[src/rtl/risc32_stage_pipe.sv]
// risc32_stage_pipe: DEPTH-slot stall-aware register chain with valid bits, flush and saturating bubble counter
module risc32_stage_pipe #(
    parameter int DATA_W = 32,
    parameter int DEPTH = 1,
    parameter int STALL_W = 6,
    parameter int STAGE = 3,
    parameter logic [DATA_W-1:0] NOP_VAL = '0,
    parameter int CNT_W = 16
) (
    input  logic               clk,
    input  logic               rst,
    input  logic [STALL_W-1:0] stall,
    input  logic               flush,
    input  logic               in_valid,
    input  logic [DATA_W-1:0]  in_data,
    output logic               out_valid,
    output logic [DATA_W-1:0]  out_data,
    output logic [DEPTH-1:0]   slot_valid,
    input  logic               cnt_clr,
    output logic [CNT_W-1:0]   bubble_cnt
);
    logic [DATA_W-1:0] data_q [DEPTH];
    logic [DATA_W-1:0] data_d [DEPTH];
    logic [DATA_W-1:0] src_data [DEPTH];
    logic [DEPTH-1:0]  valid_q, valid_d, src_valid;
    logic [CNT_W-1:0]  cnt_q, cnt_d;
    logic [CNT_W:0]    nbub, sum;

    // each slot sources from upstream input (slot 0) or the previous slot's pre-edge value
    always_comb begin
        src_data[0] = in_data;
        src_valid[0] = in_valid;
        for (int k = 1; k < DEPTH; k++) begin
            src_data[k] = data_q[k-1];
            src_valid[k] = valid_q[k-1];
        end
    end

    // per-slot flush > bubble > advance > hold, counting bubbles taken this cycle
    always_comb begin
        nbub = '0;
        for (int k = 0; k < DEPTH; k++) begin
            data_d[k] = data_q[k];
            valid_d[k] = valid_q[k];
            if (flush) begin
                data_d[k] = NOP_VAL;
                valid_d[k] = 1'b0;
            end else if (stall[STAGE+k] && !stall[STAGE+k+1]) begin
                data_d[k] = NOP_VAL;
                valid_d[k] = 1'b0;
                nbub = nbub + (CNT_W+1)'(1);
            end else if (!stall[STAGE+k]) begin
                data_d[k] = src_data[k];
                valid_d[k] = src_valid[k];
            end
        end
    end

    // bubble counter: clear wins, flush freezes, otherwise saturating add
    always_comb begin
        sum = {1'b0, cnt_q} + nbub;
        cnt_d = cnt_clr ? '0 : flush ? cnt_q : sum[CNT_W] ? {CNT_W{1'b1}} : sum[CNT_W-1:0];
    end

    // state registers with synchronous active-low reset
    always_ff @(posedge clk) begin
        if (!rst) begin
            for (int k = 0; k < DEPTH; k++) data_q[k] <= NOP_VAL;
            valid_q <= '0;
            cnt_q <= '0;
        end else begin
            for (int k = 0; k < DEPTH; k++) data_q[k] <= data_d[k];
            valid_q <= valid_d;
            cnt_q <= cnt_d;
        end
    end

    assign out_data = data_q[DEPTH-1];
    assign out_valid = valid_q[DEPTH-1];
    assign slot_valid = valid_q;
    assign bubble_cnt = cnt_q;
endmodule

[config.mk]
export PLATFORM = sky130hd
export DESIGN_NAME = risc32_stage_pipe
export DESIGN_NICKNAME = d
export VERILOG_FILES = /design/src/rtl/risc32_stage_pipe.sv
export SDC_FILE = /design/constraint.sdc
export NUM_CORES = 1
export LEC_CHECK = 0
export ABC_AREA = 1
export CORE_UTILIZATION = 45
export CTS_BUF_LIST = sky130_fd_sc_hd__clkbuf_16
export DETAILED_ROUTE_END_ITERATION = 12
export PLACE_DENSITY = 0.94
export SLEW_MARGIN = 15
export SYNTH_ARGS = -nofsm -noshare
export SYNTH_HDL_FRONTEND = slang
export SYNTH_SLANG_ARGS = --single-unit
[constraint.sdc]
create_clock -name clk -period 3.1 [get_ports clk]
set_input_delay 0.62 -clock clk [delete_from_list [all_inputs] [get_ports clk]]
set_output_delay 0.62 -clock clk [all_outputs]
set_load 0.02 [all_outputs]
[Yosys cells after proc, flatten, opt, wreduce, memory -nomap -nowiden]
Memories as Yosys holds them, arrays and structs flattened.
Cells that the tools add are included.
Widths: inputs -> output; s select.
Storage, ports and cells
  bits in registers: 17
  RAM bits: 32
  memories: 1
  output and inout bits: 50
  logic and storage cells: 20
  ROM bits: 0
  latch bits: 0
Memories
  data_q: depth 1, bits a word 32, read ports 1, clocked after memory_dff 0, write ports 1, RTL line 22  | logic [DATA_W-1:0] data_q [DEPTH];
Operators by class
  magnitude comparators: 0
  reduce and logical (&&, ||, !) cells: 5
  multiplexer cells: 10
  shift operators: 0
  $add $sub $neg: 1
  equality and inequality tests: 0
  multiply operators: 0
  bitwise logic cells: 1
  divide/modulo/power cells: 0
Operator list (number)
  $mux 32: 4
  $reduce_or 32->1: 1
  $add 16x17->17: 1
  $mux 16: 1
  $mux 1: 5
  $reduce_or 3->1: 1
  $reduce_or 2->1: 1
  $logic_and 1x1->1: 1
  $logic_not 1->1: 1
  $not 1->1: 1

[Longest topological paths before layout]
  depth after elaboration: 6
  mapped depth: 14

[Least setup slack after synthesis]
Ideal clock, no wire load.
  path type: input to register
  start: input stall[3]
  end: register cnt_q[14], in the netlist bubble_cnt[14]
  slack: 843 ps
  buffers on the path: 2
  data required time: 3043 ps
  arrival time: 2200 ps
  cell stages on the path: 14
  cell sequence: buf_2 -> inv_2 -> or2_2 -> nor2_1 -> ha_1 -> nand2_2 -> nor2_4 -> nand2_2 -> nor2_4 -> nand3_2 -> buf_6 -> nand3_2 -> nand2_1 -> inv_1
Between the ends
  word-level cells in the longest chain between the ends: 5
RTL lines
  start, declared: RTL line 12  | input logic [STALL_W-1:0] stall,
  $logic_and 1x1->1: RTL line 48  | end else if (stall[STAGE+k] && !stall[STAGE+k+1]) begin
  $mux 1: RTL line 48
  $mux 1: RTL line 45  | if (flush) begin
  $add 16x17->17: RTL line 61  | sum = {1'b0, cnt_q} + nbub;
  $mux 16: RTL line 62  | cnt_d = cnt_clr ? '0 : flush ? cnt_q : sum[CNT_W] ? {CNT_W{1'b1}} : sum[CNT_W-1:0];
  end signal, assigned: RTL line 74  | cnt_q <= cnt_d;
  end, declared: RTL line 26  | logic [CNT_W-1:0] cnt_q, cnt_d;
No other way between the ends.
A chain may end at the register's enable or synchronous reset.

[Worst setup path in the final report]
  start: input stall[3]
  end: register cnt_q[15], in the netlist bubble_cnt[15]
The elaborated chain is that of the path after synthesis.

==> summary.md <==
| Metric | Value |
|---|---|
| Outcome | `complete, but fails checks` |
| Failing checks | `design-rule violations` |
| Clock sinks | `49` |
| Post-Syn Nets | `343` |
| Top_reg_cell synth | `dfxtp_1` |
| Maximum buffer depth of the clock tree | `2` |
| GP Congestion | `0.926` |
| Fmax | `382 MHz` |
| CP arrival | `2.85 ns` |
| Worst slack, placed | `0.209 ns` |
| EDFF count, synth | `0` |
| Fin area | `3230 um^2` |
| Post-CTS sizing | `0` |
| CP Capture Type | `flop` |
| CTS tree | `yes` |
| Slew HR | `69.1%` |
| First-pass GRT wire length | `9660 um` |
| I/O pin total | `93` |
| Ratio of cells with drive above 1 in the final layout | `7.79%` |
| Post-layout min period | `2.62 ns` |
| Largest net degree at the start of global routing | `34` |
| Placed cell count | `430` |
| Max-cap violations | `0` |
| CTS HTree Levels | `2` |
| Library cells used by synthesis | `24` |
| Setup violations, final | `0` |
| P per Cell Area | `406 nW/um^2` |
| Worst-skew pair later-pin latency | `0.28 ns` |
| Post-synth ARST share | `0%` |
| CTS Hold Bufs | `0` |
| Final ANT Viol Nets | `0` |
| Cell Area, Synth | `2160 um^2` |
| Peak supply drop | `0.000360 V` |
| IO Port Bufs | `88` |
| Via-per-instance ratio | `5.15` |
| Setup ws final | `0.483 ns` |
| Mapped Cells | `298` |
| Slowest stage delay, CP | `0.49 ns` |
| Most common cell in the netlist | `nand2_1` |
| CP max FO | `11` |
| Die Ht | `71.3 um` |
| Drt pass-1 iters | `8` |
| Ys Warns | `0` |
| Leak | `1.25 nW` |
| RSZ-0062 raised after global routing | `false` |
| Sequential cell area fraction in the yosys report | `45.4%` |
| Post-Layout Cell Count | `437` |
| Synth Register Bits | `49` |
| Final hold vios | `0` |
| DRC | `4` |
| Initial antenna violation count | `0` |
| Setup Skew | `0.00515 ns` |
| Ratio of final minimum period to clock period | `84.4%` |
| Total number of vias | `2,251` |
| Slowest cell on the critical path | `clkdlybuf4s50_1` |
| Top post-synthesis cells by count | `nand2_1, dfxtp_1, a21oi_1` |
| CTS Buf Count | `5` |
| Hold Crit Class | `flop to flop` |
| Routed WL | `5760 um` |
| Number of global-route vias before repair | `2,217` |
| Worst slew pin tran | `0.463 ns` |
| Critical-path cell list | `clkdlybuf4s50_1 > inv_2 > or2_2 > nor2_1 > ha_1 > nand2_2 > nor2_4 > nand2_2 > nor2_4 > nand3_2 > nand3_1 > nand2_1 > inv_1` |
| Reg clk slew, reported paths | `0.06 ns` |
| Slew Viols, Final | `0` |
| Die ar. | `5080 um^2` |
| Starting Density | `48.3%` |
| Fin nets | `430` |
| Post-CTS Setup Bufs | `0` |
| Yosys top cell by area | `dfxtp_1` |
| DR WL/cell | `13.2 um` |
| Placement Cell Area | `3090 um^2` |
| Cell Rows | `24` |
| # diodes | `0` |
| Worst Setup Path Type | `primary input to flop` |
| Top cells by area, synth | `dfxtp_1, nand2_1, a21oi_1` |
| Core area | `4470 um^2` |
| Width of the die | `71.3 um` |
| Critical Path RT | `3.33 ns` |
| Total global routing overflow | `0` |
| Power, Total | `1.31 mW` |
| GRT Util Overall | `24.4%` |
| Synth top area share | `45.4%` |
| Synth-to-layout area growth | `49.5%` |
| Final TNS setup | `0 ns` |
| Fill count | `328` |
| Initial DRC count | `185` |
| Final HPWL DP | `4220 um` |
| Root Buffer Master | `clkbuf_16` |
| Startpoint types | `primary input` |
| Syn_area_per_cell | `7.25 um^2` |
sequential cells by signal, summed over array words and instances (netlist names):
| register | count |
|---|---|
| out_valid | 1 |
| bubble_cnt | 16 |
| data_q | 32 |
power by group:
group	total, mW	internal (mW)	switching [mW]
clock network	0.523	0.296	0.227
registers	0.648	0.641	0.00653
logic	0.142	0.0775	0.0642
critical path, delay by kind of cell:
kind / cells / cell delay (ns)
and+or+nand+nor: 9 / 1.43
adders and majority gates: 1 / 0.22
buffers and inverters: 3 / 0.57
cell families (layout without fill, tap and decap cells):
family / Yosys count / in the layout / synth area share, %
adders and majority gates: 2 / 2 / 1.16
and+or+nand+nor: 153 / 153 / 32.4
buffers and inverters: 40 / 127 / 7.70
AOI/OAI and AO/OA: 49 / 49 / 11.3
DFF: 49 / 49 / 45.4
xor gates and xnor gates: 5 / 5 / 2.03
per-stage QoR:
step	hold slack [ns]	util, %
floorplan	0.541	-
global placement	0.451	69.0
detailed placement	0.455	69.0
CTS	0.465	72.2
global route	0.486	72.2
finish	0.463	72.2
routing by layer:
layer	GRT usage, %	wire (um)
met3	10.4	508
met5	0	0
met4	7.11	76
met2	42.1	2870
met1	27.3	2300
final cells by class:
cell class	count	area (um^2)	share of cell area (%)
clock buffer	5	125	3.87
clock inverter	2	16.3	0.504
inverter	28	105	3.25
multi-input combinational	209	1010	31.4
sequential	49	981	30.4
tap	52	65.1	2.01
timing repair buffer	92	923	28.6
cell usage in the layout, fill, tap and decap left out, drive strengths merged:
master,count
nand4,9
nor3,2
nand2,103
xor2,5
clkinvlp,1
nand3b,1
buf,4
inv,27
clkdlybuf4s50,88
ha,2
clkbuf,5
nor2,23
clkinv,2
nand3,14
a21oi,44
dfxtp,49
o21ai,5
or2,1
path summary, 6_finish.rpt:
path,start,cells after the start,slack [ns],endpoint
worst max register to register,bubble_cnt[0],9,1.41,bubble_cnt[15]
worst min-delay path,data_q[0][24],2,0.46,data_q[0][24]
worst max-delay path,stall[3],13,0.48,bubble_cnt[15]
worst min register to register,data_q[0][24],2,0.46,data_q[0][24]
No activity file was read; power rests on OpenSTA's default activity.
